File: src/rtl/alu_op_sequencer_pkg.sv
// Shared definitions for the ALU command sequencer: widths, opcodes,
// flag bit positions and FSM state encodings.
package alu_op_sequencer_pkg;

  localparam int DATA_W     = 8;
  localparam int OPER_W     = 4;
  localparam int FLAGS_W    = 4;
  localparam int REG_ADDR_W = 4;

  localparam int FLAG_C = 0;
  localparam int FLAG_Z = 1;

  typedef enum logic [OPER_W-1:0] {
    OP_ADD = 4'd0,
    OP_ADC = 4'd1,
    OP_SUB = 4'd2,
    OP_SBC = 4'd3,
    OP_CMP = 4'd4,
    OP_AND = 4'd5,
    OP_ORR = 4'd6,
    OP_XOR = 4'd7,
    OP_LSR = 4'd8
  } alu_op_e;

  typedef enum logic [1:0] {
    ST_IDLE = 2'd0,
    ST_READ = 2'd1,
    ST_EXEC = 2'd2,
    ST_WB   = 2'd3
  } seq_state_e;

  function automatic logic oper_known(input logic [OPER_W-1:0] op);
    return op <= OP_LSR;
  endfunction

endpackage

File: src/rtl/alu_op_sequencer_regfile.sv
// Register file: one write port, two registered read ports (enable-gated)
// and one asynchronous debug read port. Sync reset clears every entry.
module alu_op_sequencer_regfile #(
  parameter int DATA_WIDTH = 8,
  parameter int ADDR_WIDTH = 4
) (
  input  logic                  clk,
  input  logic                  rst,
  input  logic                  we,
  input  logic [ADDR_WIDTH-1:0] waddr,
  input  logic [DATA_WIDTH-1:0] wdata,
  input  logic                  re,
  input  logic [ADDR_WIDTH-1:0] raddr_a,
  input  logic [ADDR_WIDTH-1:0] raddr_b,
  output logic [DATA_WIDTH-1:0] rdata_a,
  output logic [DATA_WIDTH-1:0] rdata_b,
  input  logic [ADDR_WIDTH-1:0] dbg_addr,
  output logic [DATA_WIDTH-1:0] dbg_data
);

  localparam int DEPTH = 2**ADDR_WIDTH;

  logic [DEPTH-1:0][DATA_WIDTH-1:0] mem;

  always_ff @(posedge clk) begin
    if (rst) begin
      mem     <= '0;
      rdata_a <= '0;
      rdata_b <= '0;
    end else begin
      if (we) mem[waddr] <= wdata;
      if (re) begin
        rdata_a <= mem[raddr_a];
        rdata_b <= mem[raddr_b];
      end
    end
  end

  assign dbg_data = mem[dbg_addr];

endmodule

File: src/rtl/alu_op_sequencer.sv
// ALU command sequencer: accept -> read operands -> drive ALU -> write back.
// One command in flight; done pulses three cycles after accept.
module alu_op_sequencer
  import alu_op_sequencer_pkg::*;
#(
  parameter int DATA_WIDTH     = alu_op_sequencer_pkg::DATA_W,
  parameter int OPER_WIDTH     = alu_op_sequencer_pkg::OPER_W,
  parameter int FLAGS_WIDTH    = alu_op_sequencer_pkg::FLAGS_W,
  parameter int REG_ADDR_WIDTH = alu_op_sequencer_pkg::REG_ADDR_W
) (
  input  logic                      clk,
  input  logic                      rst,
  input  logic                      cmd_valid,
  output logic                      cmd_ready,
  input  logic [OPER_WIDTH-1:0]     cmd_oper,
  input  logic [REG_ADDR_WIDTH-1:0] cmd_rd,
  input  logic [REG_ADDR_WIDTH-1:0] cmd_ra,
  input  logic [REG_ADDR_WIDTH-1:0] cmd_rb,
  input  logic                      ld_en,
  input  logic [REG_ADDR_WIDTH-1:0] ld_addr,
  input  logic [DATA_WIDTH-1:0]     ld_data,
  output logic [OPER_WIDTH-1:0]     alu_oper,
  output logic [DATA_WIDTH-1:0]     alu_a,
  output logic [DATA_WIDTH-1:0]     alu_b,
  output logic [FLAGS_WIDTH-1:0]    alu_flags_in,
  input  logic [DATA_WIDTH-1:0]     alu_out,
  input  logic [FLAGS_WIDTH-1:0]    alu_flags_out,
  output logic                      done,
  output logic                      bad_oper,
  output logic [DATA_WIDTH-1:0]     result,
  output logic [FLAGS_WIDTH-1:0]    flags,
  input  logic [REG_ADDR_WIDTH-1:0] dbg_addr,
  output logic [DATA_WIDTH-1:0]     dbg_data
);

  seq_state_e state, state_nxt;

  logic [OPER_WIDTH-1:0]     oper_q;
  logic [REG_ADDR_WIDTH-1:0] rd_q, ra_q, rb_q;
  logic [DATA_WIDTH-1:0]     opa, opb, result_q;
  logic [FLAGS_WIDTH-1:0]    flags_q;
  logic                      cap_c, cap_z;
  logic                      accept, known, writes_rd;

  logic                      rf_we;
  logic [REG_ADDR_WIDTH-1:0] rf_waddr;
  logic [DATA_WIDTH-1:0]     rf_wdata;

  assign accept    = cmd_valid && (state == ST_IDLE);
  assign known     = oper_known(oper_q);
  // CMP only sets flags; its ALU output is meaningless
  assign writes_rd = known && (oper_q != OP_CMP);

  // State register
  always_ff @(posedge clk) begin
    if (rst) state <= ST_IDLE;
    else     state <= state_nxt;
  end

  // Next-state logic
  always_comb begin
    state_nxt = state;
    case (state)
      ST_IDLE: if (accept) state_nxt = ST_READ;
      ST_READ: state_nxt = ST_EXEC;
      ST_EXEC: state_nxt = ST_WB;
      ST_WB:   state_nxt = ST_IDLE;
      default: state_nxt = ST_IDLE;
    endcase
  end

  // Outputs decoded from state
  always_comb begin
    cmd_ready    = 1'b0;
    done         = 1'b0;
    bad_oper     = 1'b0;
    alu_oper     = '0;
    alu_a        = '0;
    alu_b        = '0;
    alu_flags_in = '0;
    case (state)
      ST_IDLE: cmd_ready = 1'b1;
      ST_EXEC: begin
        alu_oper     = oper_q;
        alu_a        = opa;
        alu_b        = opb;
        alu_flags_in = flags_q;
      end
      ST_WB: begin
        done     = 1'b1;
        bad_oper = !known;
      end
      default: ;
    endcase
  end

  // External loads share the write port with writeback; they never overlap
  always_comb begin
    rf_we    = 1'b0;
    rf_waddr = ld_addr;
    rf_wdata = ld_data;
    if (state == ST_WB) begin
      rf_we    = writes_rd;
      rf_waddr = rd_q;
      rf_wdata = result_q;
    end else if (state == ST_IDLE) begin
      rf_we = ld_en;
    end
  end

  always_ff @(posedge clk) begin
    if (rst) begin
      oper_q   <= '0;
      rd_q     <= '0;
      ra_q     <= '0;
      rb_q     <= '0;
      result_q <= '0;
      cap_c    <= 1'b0;
      cap_z    <= 1'b0;
      flags_q  <= '0;
    end else begin
      if (accept) begin
        oper_q <= cmd_oper;
        rd_q   <= cmd_rd;
        ra_q   <= cmd_ra;
        rb_q   <= cmd_rb;
      end
      if (state == ST_EXEC) begin
        cap_c <= alu_flags_out[FLAG_C];
        cap_z <= alu_flags_out[FLAG_Z];
        if (writes_rd) result_q <= alu_out;
      end
      if (state == ST_WB && known) begin
        flags_q[FLAG_C] <= cap_c;
        flags_q[FLAG_Z] <= cap_z;
      end
    end
  end

  alu_op_sequencer_regfile #(
    .DATA_WIDTH (DATA_WIDTH),
    .ADDR_WIDTH (REG_ADDR_WIDTH)
  ) u_regfile (
    .clk      (clk),
    .rst      (rst),
    .we       (rf_we),
    .waddr    (rf_waddr),
    .wdata    (rf_wdata),
    .re       (state == ST_READ),
    .raddr_a  (ra_q),
    .raddr_b  (rb_q),
    .rdata_a  (opa),
    .rdata_b  (opb),
    .dbg_addr (dbg_addr),
    .dbg_data (dbg_data)
  );

  assign result = result_q;
  assign flags  = flags_q;

endmodule

File: config.mk
export PLATFORM = sky130hd
export DESIGN_NAME = alu_op_sequencer
export DESIGN_NICKNAME = d
export VERILOG_FILES = /design/src/rtl/alu_op_sequencer_pkg.sv /design/src/rtl/alu_op_sequencer_regfile.sv /design/src/rtl/alu_op_sequencer.sv
export SDC_FILE = /design/constraint.sdc
export NUM_CORES = 1
export LEC_CHECK = 0
export BUFFER_PORTS_ARGS = -buffer_cell sky130_fd_sc_hd__buf_2
export CAP_MARGIN = 10
export CORE_ASPECT_RATIO = 1.2
export CORE_MARGIN = 2
export CORE_UTILIZATION = 55
export DETAILED_ROUTE_END_ITERATION = 12
export PLACE_DENSITY = 0.78
export SLEW_MARGIN = 40
export SYNTH_ARGS = -nofsm -noshare
export SYNTH_HDL_FRONTEND = slang
export SYNTH_SLANG_ARGS = --single-unit
File: constraint.sdc
create_clock -name clk -period 2.11 [get_ports clk]
set_clock_uncertainty 0.2 [all_clocks]
set_input_delay 0.3165 -clock clk [delete_from_list [all_inputs] [get_ports clk]]
set_output_delay 0.3165 -clock clk [all_outputs]
set_load 0.01 [all_outputs]
==> results_dict.tcl, run 1 <==
set metrics [dict create \
    cts_tree "yes" \
    row_count 54 \
    track_usage_pct 34.6 \
    dieArea_um2 19800 \
    area.growth.synth_to_final_pct 29.3 \
    worst-path-buf-inv 1 \
    num_io_pins 95 \
    die_w_um 129 \
    crit_top_cell "mux4_2" \
    endpoint_kind "primary output" \
    ys.flop_type "dfxtp_1" \
    drive_above_1_share_pct 35.6 \
    core_um2 18200 \
    post-route-period-util_pct 116 \
    drc 0 \
    port_buffers 88 \
    power.net_switching_mw 3.49 \
    grt_max_degree 67 \
    powerDensity_nw_per_um2 779 \
    reg2reg_slack_ns 0.09 \
    postRouteAntennaNets 0 \
    crit_fanout 2 \
    drv_cap 0 \
    dr.pass1.iters 5 \
    synth_area_leaders "dfxtp_1 34%, mux2i_1 27%, mux4_2 8.8%, nand2b_1 8.1%, a22oi_1 3.5%" \
    ff_latch_area_um2 3600 \
    synthCells 1014 \
    seq_area_frac_synth_pct 33.8 \
    min_from "cmd_valid" \
    fillers 1188 \
    fmax_mhz 409 \
    cts_buffers 17 \
    grt_pass1_wl_um 51800 \
    min_path_type "in2reg" \
    yosysWarnings 0 \
    ff2ff_path_depth 8 \
    startpoint_type "flip-flop" \
    diodes 0 \
    tns_ns -2.32 \
    status "finished with violations" \
    path_cells "mux4_2 -> mux4_2 -> buf_6" \
    path_class "reg2out" \
    power.share.clock_pct 31.2 \
    path_delay_family "multiplexers" \
    intPower_mw 6.88 \
    synth_top_area_cell "dfxtp_1" \
    drv_slew 0 \
    cts_sinks 174 \
    die_h_um 154 \
    p_seq_share_pct 36.9 \
    min_period_ns 2.44 \
    via_count 9242 \
    worst_skew_pair.late_latency_ns 0.44 \
    power.leakage_nw 5.94 \
    hold_depth 3 \
    finalHoldViolations 0 \
    grt_pass1_vias 9305 \
    hold_end "state[0]$_SDFFE_PP0P_" \
    antenna_found_initial 0 \
    crit_required_ns 1.59 \
    slew_headroom_pct 61.1 \
    tightest_slew_ns 0.584 \
    multi_input_area_um2 6480 \
    swShare_pct 33.6 \
    globalplace.congestion 0.928 \
    synth_area_um2 10300 \
    clockRootBuffer "clkbuf_16" \
    timing.rr.start "state[1]$_SDFFE_PP0P_" \
    synth.ff_latch_count 174 \
    irDropWorstVdd_mv 0.638 \
    cts_buffer_depth 2 \
    critPathArrivalTime_ns 1.93 \
    avgRoutedWirePerCell_um 23.6 \
    synth-edff-count 0 \
    start_util_pct 56.4 \
    violations "negative setup slack" \
    slowest_stage "mux4_2" \
    synth.top_cell.area_share_pct 33.8 \
    avgSynthCellArea_um2 10.2 \
    rsz0062_at_grt "yes" \
    stdcell_count 1459 \
    nets 1275 \
    viasPerCell 6.33 \
    combPwrFrac_pct 31.9 \
    synthDistinctLibCells 37 \
    finalWirelength_um 34400 \
    setup_violations 8 \
    synthArstFlopShare_pct 0 \
    overflow 0 \
    final_cell_mix "275 x mux2i_1, 133 x nand2b_1, 127 x buf_4, 91 x dfxtp_1, 79 x dfxtp_2" \
    htree_levels 4 \
    r2r_end "u_regfile.mem[97]$_SDFFE_PP0P_" \
    first_iter_violations 1187 \
    cpPeakStageDelay_ns 0.53 \
    fin_ws_ns -0.332 \
    layout_commonest_cell "mux2i_1" \
    placed_cells 1357 \
    hpwlAfterDp_um 20700 \
    clk_pin_slew_ns 0.06 \
]
[registers in the layout (all words and copies together) (netlist names)]
| name | cells |
|---|---|
| u_regfile.mem | 128 |
| result | 8 |
| u_regfile.rdata_a | 8 |
| u_regfile.rdata_b | 8 |
| oper_q | 4 |
| ra_q | 4 |
| rb_q | 4 |
| rd_q | 4 |
| flags | 2 |
| state | 2 |
| cap_c | 1 |
| cap_z | 1 |
[stage by stage]
| stage | util (%) | setup slack, ns | hold WS, ns | area, um2 | power, mW |
|---|---|---|---|---|---|
| after detailed placement | 64.8 | -0.311 | 0.232 | 11800 | 6.84 |
| after global placement | 64.8 | -0.296 | 0.228 | 11800 | 6.78 |
| after CTS | 71.8 | -0.346 | 0.00113 | 13100 | 10.1 |
| after floorplan | - | 0.0168 | 0.217 | 10300 | 5.70 |
| final | 72.9 | -0.332 | 0.00531 | 13300 | 10.4 |
| after global routing | 72.9 | -0.372 | 0.0333 | 13300 | 10.7 |
[layer usage]
layer  up-vias  wire (um)  GRT usage (%)
li1       4038          -              -
met1      4455      12400           40.4
met2       584      16600           56.5
met3       165       3060           7.48
met4         0       2340           23.1
met5         -          0              0
[worst reg2reg max path: cells and delay by family (launching register included)]
kind / cells / cell delay (ns)
AO/OA/AOI/OAI: 2 / 0.32
adder cells (fa/ha/maj): 1 / 0.19
buffers and inverters: 3 / 0.55
flip-flops: 1 / 0.40
multiplexers: 1 / 0.21
AND/OR/NAND/NOR: 1 / 0.06
[power groups by stage]
| stage | Clock, mW | Sequential [mW] | Combinational, mW |
|---|---|---|---|
| global route | 3.38 | 3.85 | 3.46 |
| detailed placement | 0 | 3.86 | 2.98 |
| floorplan | 0 | 3.79 | 1.91 |
| finish | 3.23 | 3.83 | 3.31 |
| CTS | 3.24 | 3.79 | 3.11 |
| global placement | 0 | 3.85 | 2.93 |
[cell families after synthesis]
| logic type | Yosys count | synth area share (%) |
|---|---|---|
| muxes | 315 | 35.5 |
| other | 1 | 0.0364 |
| DFF | 174 | 33.8 |
| adders and majority gates | 4 | 0.486 |
| AOI/OAI and AO/OA | 105 | 8.51 |
| and+or+nand+nor | 325 | 18.0 |
| buffers and inverters | 90 | 3.68 |
[what timing repair did]
| item | CTS | global route |
|---|---|---|
| hold endpoints to repair | 25 | 0 |
| setup buffers | 32 | 12 |
| gates cloned | 1 | 0 |
| hold buffers | 26 | 0 |
| resized for setup | 77 | 27 |
| endpoints found under the setup margin | 55 | 110 |
| pin swaps | 2 | 5 |
[layout make-up]
class                      instances  share of cell area [%]
clock buffer                      23                    3.68
clock inverter                     8                   0.799
tap                              224                    2.11
inverter                           5                   0.141
multi-input combinational        753                    48.7
sequential                       174                    27.0
timing repair buffer             272                    17.6
[worst max path at each step]
stage                                               start          end  slack, ns  cells after the start
after floorplan                               dbg_addr[0]  dbg_data[0]       0.02                      4
after global placement                        dbg_addr[0]  dbg_data[3]      -0.30                      5
after detailed placement                      dbg_addr[0]  dbg_data[6]      -0.31                      5
after CTS                 u_regfile.mem[126]$_SDFFE_PP0P_  dbg_data[6]      -0.35                      3
after global routing      u_regfile.mem[126]$_SDFFE_PP0P_  dbg_data[6]      -0.37                      3
final                     u_regfile.mem[126]$_SDFFE_PP0P_  dbg_data[6]      -0.33                      3
[cells in the mapped netlist (2+ instances only)]
cell type and count:
buf_4 5, clkbuf_1 60, ha_1 4, or2_2 8
dfxtp_1 174, nand3_1 52, nor4b_4 2, o21ai_4 16
buf_1 2, nor3_2 2, nor2_1 21, nand3b_1 2
nand2_1 69, buf_2 18, inv_1 4, nor2b_1 4
a21oi_1 34, and2_1 24, nand2b_1 133, mux2i_1 275
a22oi_1 48, mux4_2 40, nor4_4 3
No activity file was read; power rests on OpenSTA's default activity.
==> run 2: changes to the inputs <==
--- a/constraint.sdc
+++ b/constraint.sdc
@@ -3,3 +3,3 @@
 set_input_delay 0.3165 -clock clk [delete_from_list [all_inputs] [get_ports clk]]
 set_output_delay 0.3165 -clock clk [all_outputs]
-set_load 0.01 [all_outputs]
+set_load 0.005 [all_outputs]
==> run 2 against run 1 <==
The flow still finishes with violations (negative setup slack). Die area is the same. Count of clock-buffer cells in the layout shrank 3. Setup slack lost 0.0022 ns. Final cell count grew 0.41%. Critical path type unchanged. Largest power group unchanged.
==> results_dict.tcl, run 2 (synthesized netlist as in run 1, its figures left out) <==
set metrics [dict create \
    startpoint_type "flip-flop" \
    fin_ws_ns -0.335 \
    final_cell_mix "273 x mux2i_1, 133 x nand2b_1, 131 x buf_4, 89 x dfxtp_1, 85 x buf_2" \
    cts_tree "yes" \
    powerDensity_nw_per_um2 787 \
    die_h_um 154 \
    grt_pass1_wl_um 52800 \
    globalplace.congestion 0.876 \
    area.growth.synth_to_final_pct 29.5 \
    start_util_pct 56.4 \
    port_buffers 88 \
    worst_skew_pair.late_latency_ns 0.44 \
    dr.pass1.iters 5 \
    finalHoldViolations 0 \
    htree_levels 4 \
    row_count 54 \
    fin_worst_hold_slack_ns 0.246 \
    violations "negative setup slack" \
    ff_latch_area_um2 3600 \
    viasPerCell 6.47 \
    die_w_um 129 \
    drv_slew 0 \
    irDropWorstVdd_mv 0.652 \
    drc 0 \
    tightest_slew_ns 0.577 \
    finalWirelength_um 35700 \
    clockRootBuffer "clkbuf_16" \
    post-layout-total-power_mw 10.5 \
    postRouteAntennaNets 0 \
    core_um2 18200 \
    min_period_ns 2.44 \
    setup_violations 8 \
    multi_input_area_um2 6490 \
    first_iter_violations 1166 \
    clk_pin_slew_ns 0.07 \
    largest_register "u_regfile.mem" \
    grt_max_degree 69 \
    hpwlAfterDp_um 20000 \
    cts_sinks 174 \
    final_util_pct 73.1 \
    cts_buffers 17 \
    cts_buffer_depth 2 \
    critPathArrivalTime_ns 1.93 \
    largest_reg_flops 128 \
    tns_ns -2.22 \
    min_path_type "reg2reg" \
    fillers 1169 \
    endpoint_kind "primary output" \
    track_usage_pct 35.0 \
    slew_headroom_pct 61.4 \
    crit_required_ns 1.59 \
    drive_above_1_share_pct 36.5 \
    crit_fanout 2 \
    antenna_found_initial 1 \
    grt_pass1_vias 9461 \
    rsz0062_at_grt "yes" \
    path_class "reg2out" \
    status "finished with violations" \
    post-route-period-util_pct 116 \
    nets 1279 \
    avgRoutedWirePerCell_um 24.4 \
    num_io_pins 95 \
    dieArea_um2 19800 \
    drv_cap 0 \
    power.leakage_nw 5.96 \
    overflow 0 \
    layout_commonest_cell "mux2i_1" \
    via_count 9483 \
    fmax_mhz 409 \
]
[run 2: cell count changes in the layout (fill, tap and decap cells not counted), sizes merged]
cell	change
clkbuf	-2
bufinv	+1
clkinvlp	+2
inv	+1
dlygate4sd3	+2
buf	+1
diode	+1
[run 2: area by class of cell]
class,instances,area share (%)
clock buffers,20,3.42
well taps,224,2.10
clock inverters,12,1.20
diodes,1,0.0188
repair buffers,276,17.4
flip-flops and latches,174,27.0
inverters,5,0.141
multi-input cells,753,48.7
[run 2: what timing repair did]
| action | in CTS | in global routing |
|---|---|---|
| pin swaps | 6 | 3 |
| resized for setup | 79 | 24 |
| buffers inserted | 49 | 5 |
| gates cloned | 1 | 1 |
| endpoints found under the hold margin | 27 | 0 |
| hold buffers | 28 | 0 |
| endpoints found under the setup margin | 84 | 128 |
[run 2: per-layer routing]
| layer | vias up | routed length [um] | GRT usage [%] |
|---|---|---|---|
| li1 | 4052 | - | - |
| met1 | 4555 | 12600 | 39.5 |
| met2 | 648 | 16900 | 58.4 |
| met3 | 228 | 3320 | 8.32 |
| met4 | 0 | 2840 | 23.1 |
| met5 | - | 0 | 0 |
[run 2: where the power goes]
group          total, mW  internal [mW]  switching [mW]
Clock               3.33           1.93            1.40
Combinational       3.34           1.43            1.91
Sequential          3.82           3.56           0.267
Total               10.5           6.92            3.57
[run 2: stage by stage]
step | cell area (um2) | instances | setup slack (ns)
after floorplan | 10300 | 1017 | 0.00880
after global placement | 11700 | 1348 | -0.254
after detailed placement | 11700 | 1348 | -0.264
after CTS | 13200 | 1458 | -0.336
after global routing | 13300 | 1465 | -0.345
final | 13300 | 1465 | -0.335
[run 2: critical path, cell delays in order (launching register included)]
cell     delay (ns)
dfxtp_1        0.34
mux4_2         0.46
mux4_2         0.53
buf_2          0.16
[run 2: path summary, 6_finish.rpt]
kind | depth (start not counted) | slack, ns | from | to
setup / recovery | 3 | -0.33 | u_regfile.mem[127]$_SDFFE_PP0P_ | dbg_data[7]
hold / removal | 2 | 0.25 | u_regfile.rdata_b[2]$_SDFFE_PP0N_ | u_regfile.rdata_b[2]$_SDFFE_PP0N_
setup reg to reg | 7 | 0.03 | state[1]$_SDFFE_PP0P_ | u_regfile.mem[122]$_SDFFE_PP0P_
hold reg to reg | 2 | 0.25 | u_regfile.rdata_b[2]$_SDFFE_PP0N_ | u_regfile.rdata_b[2]$_SDFFE_PP0N_
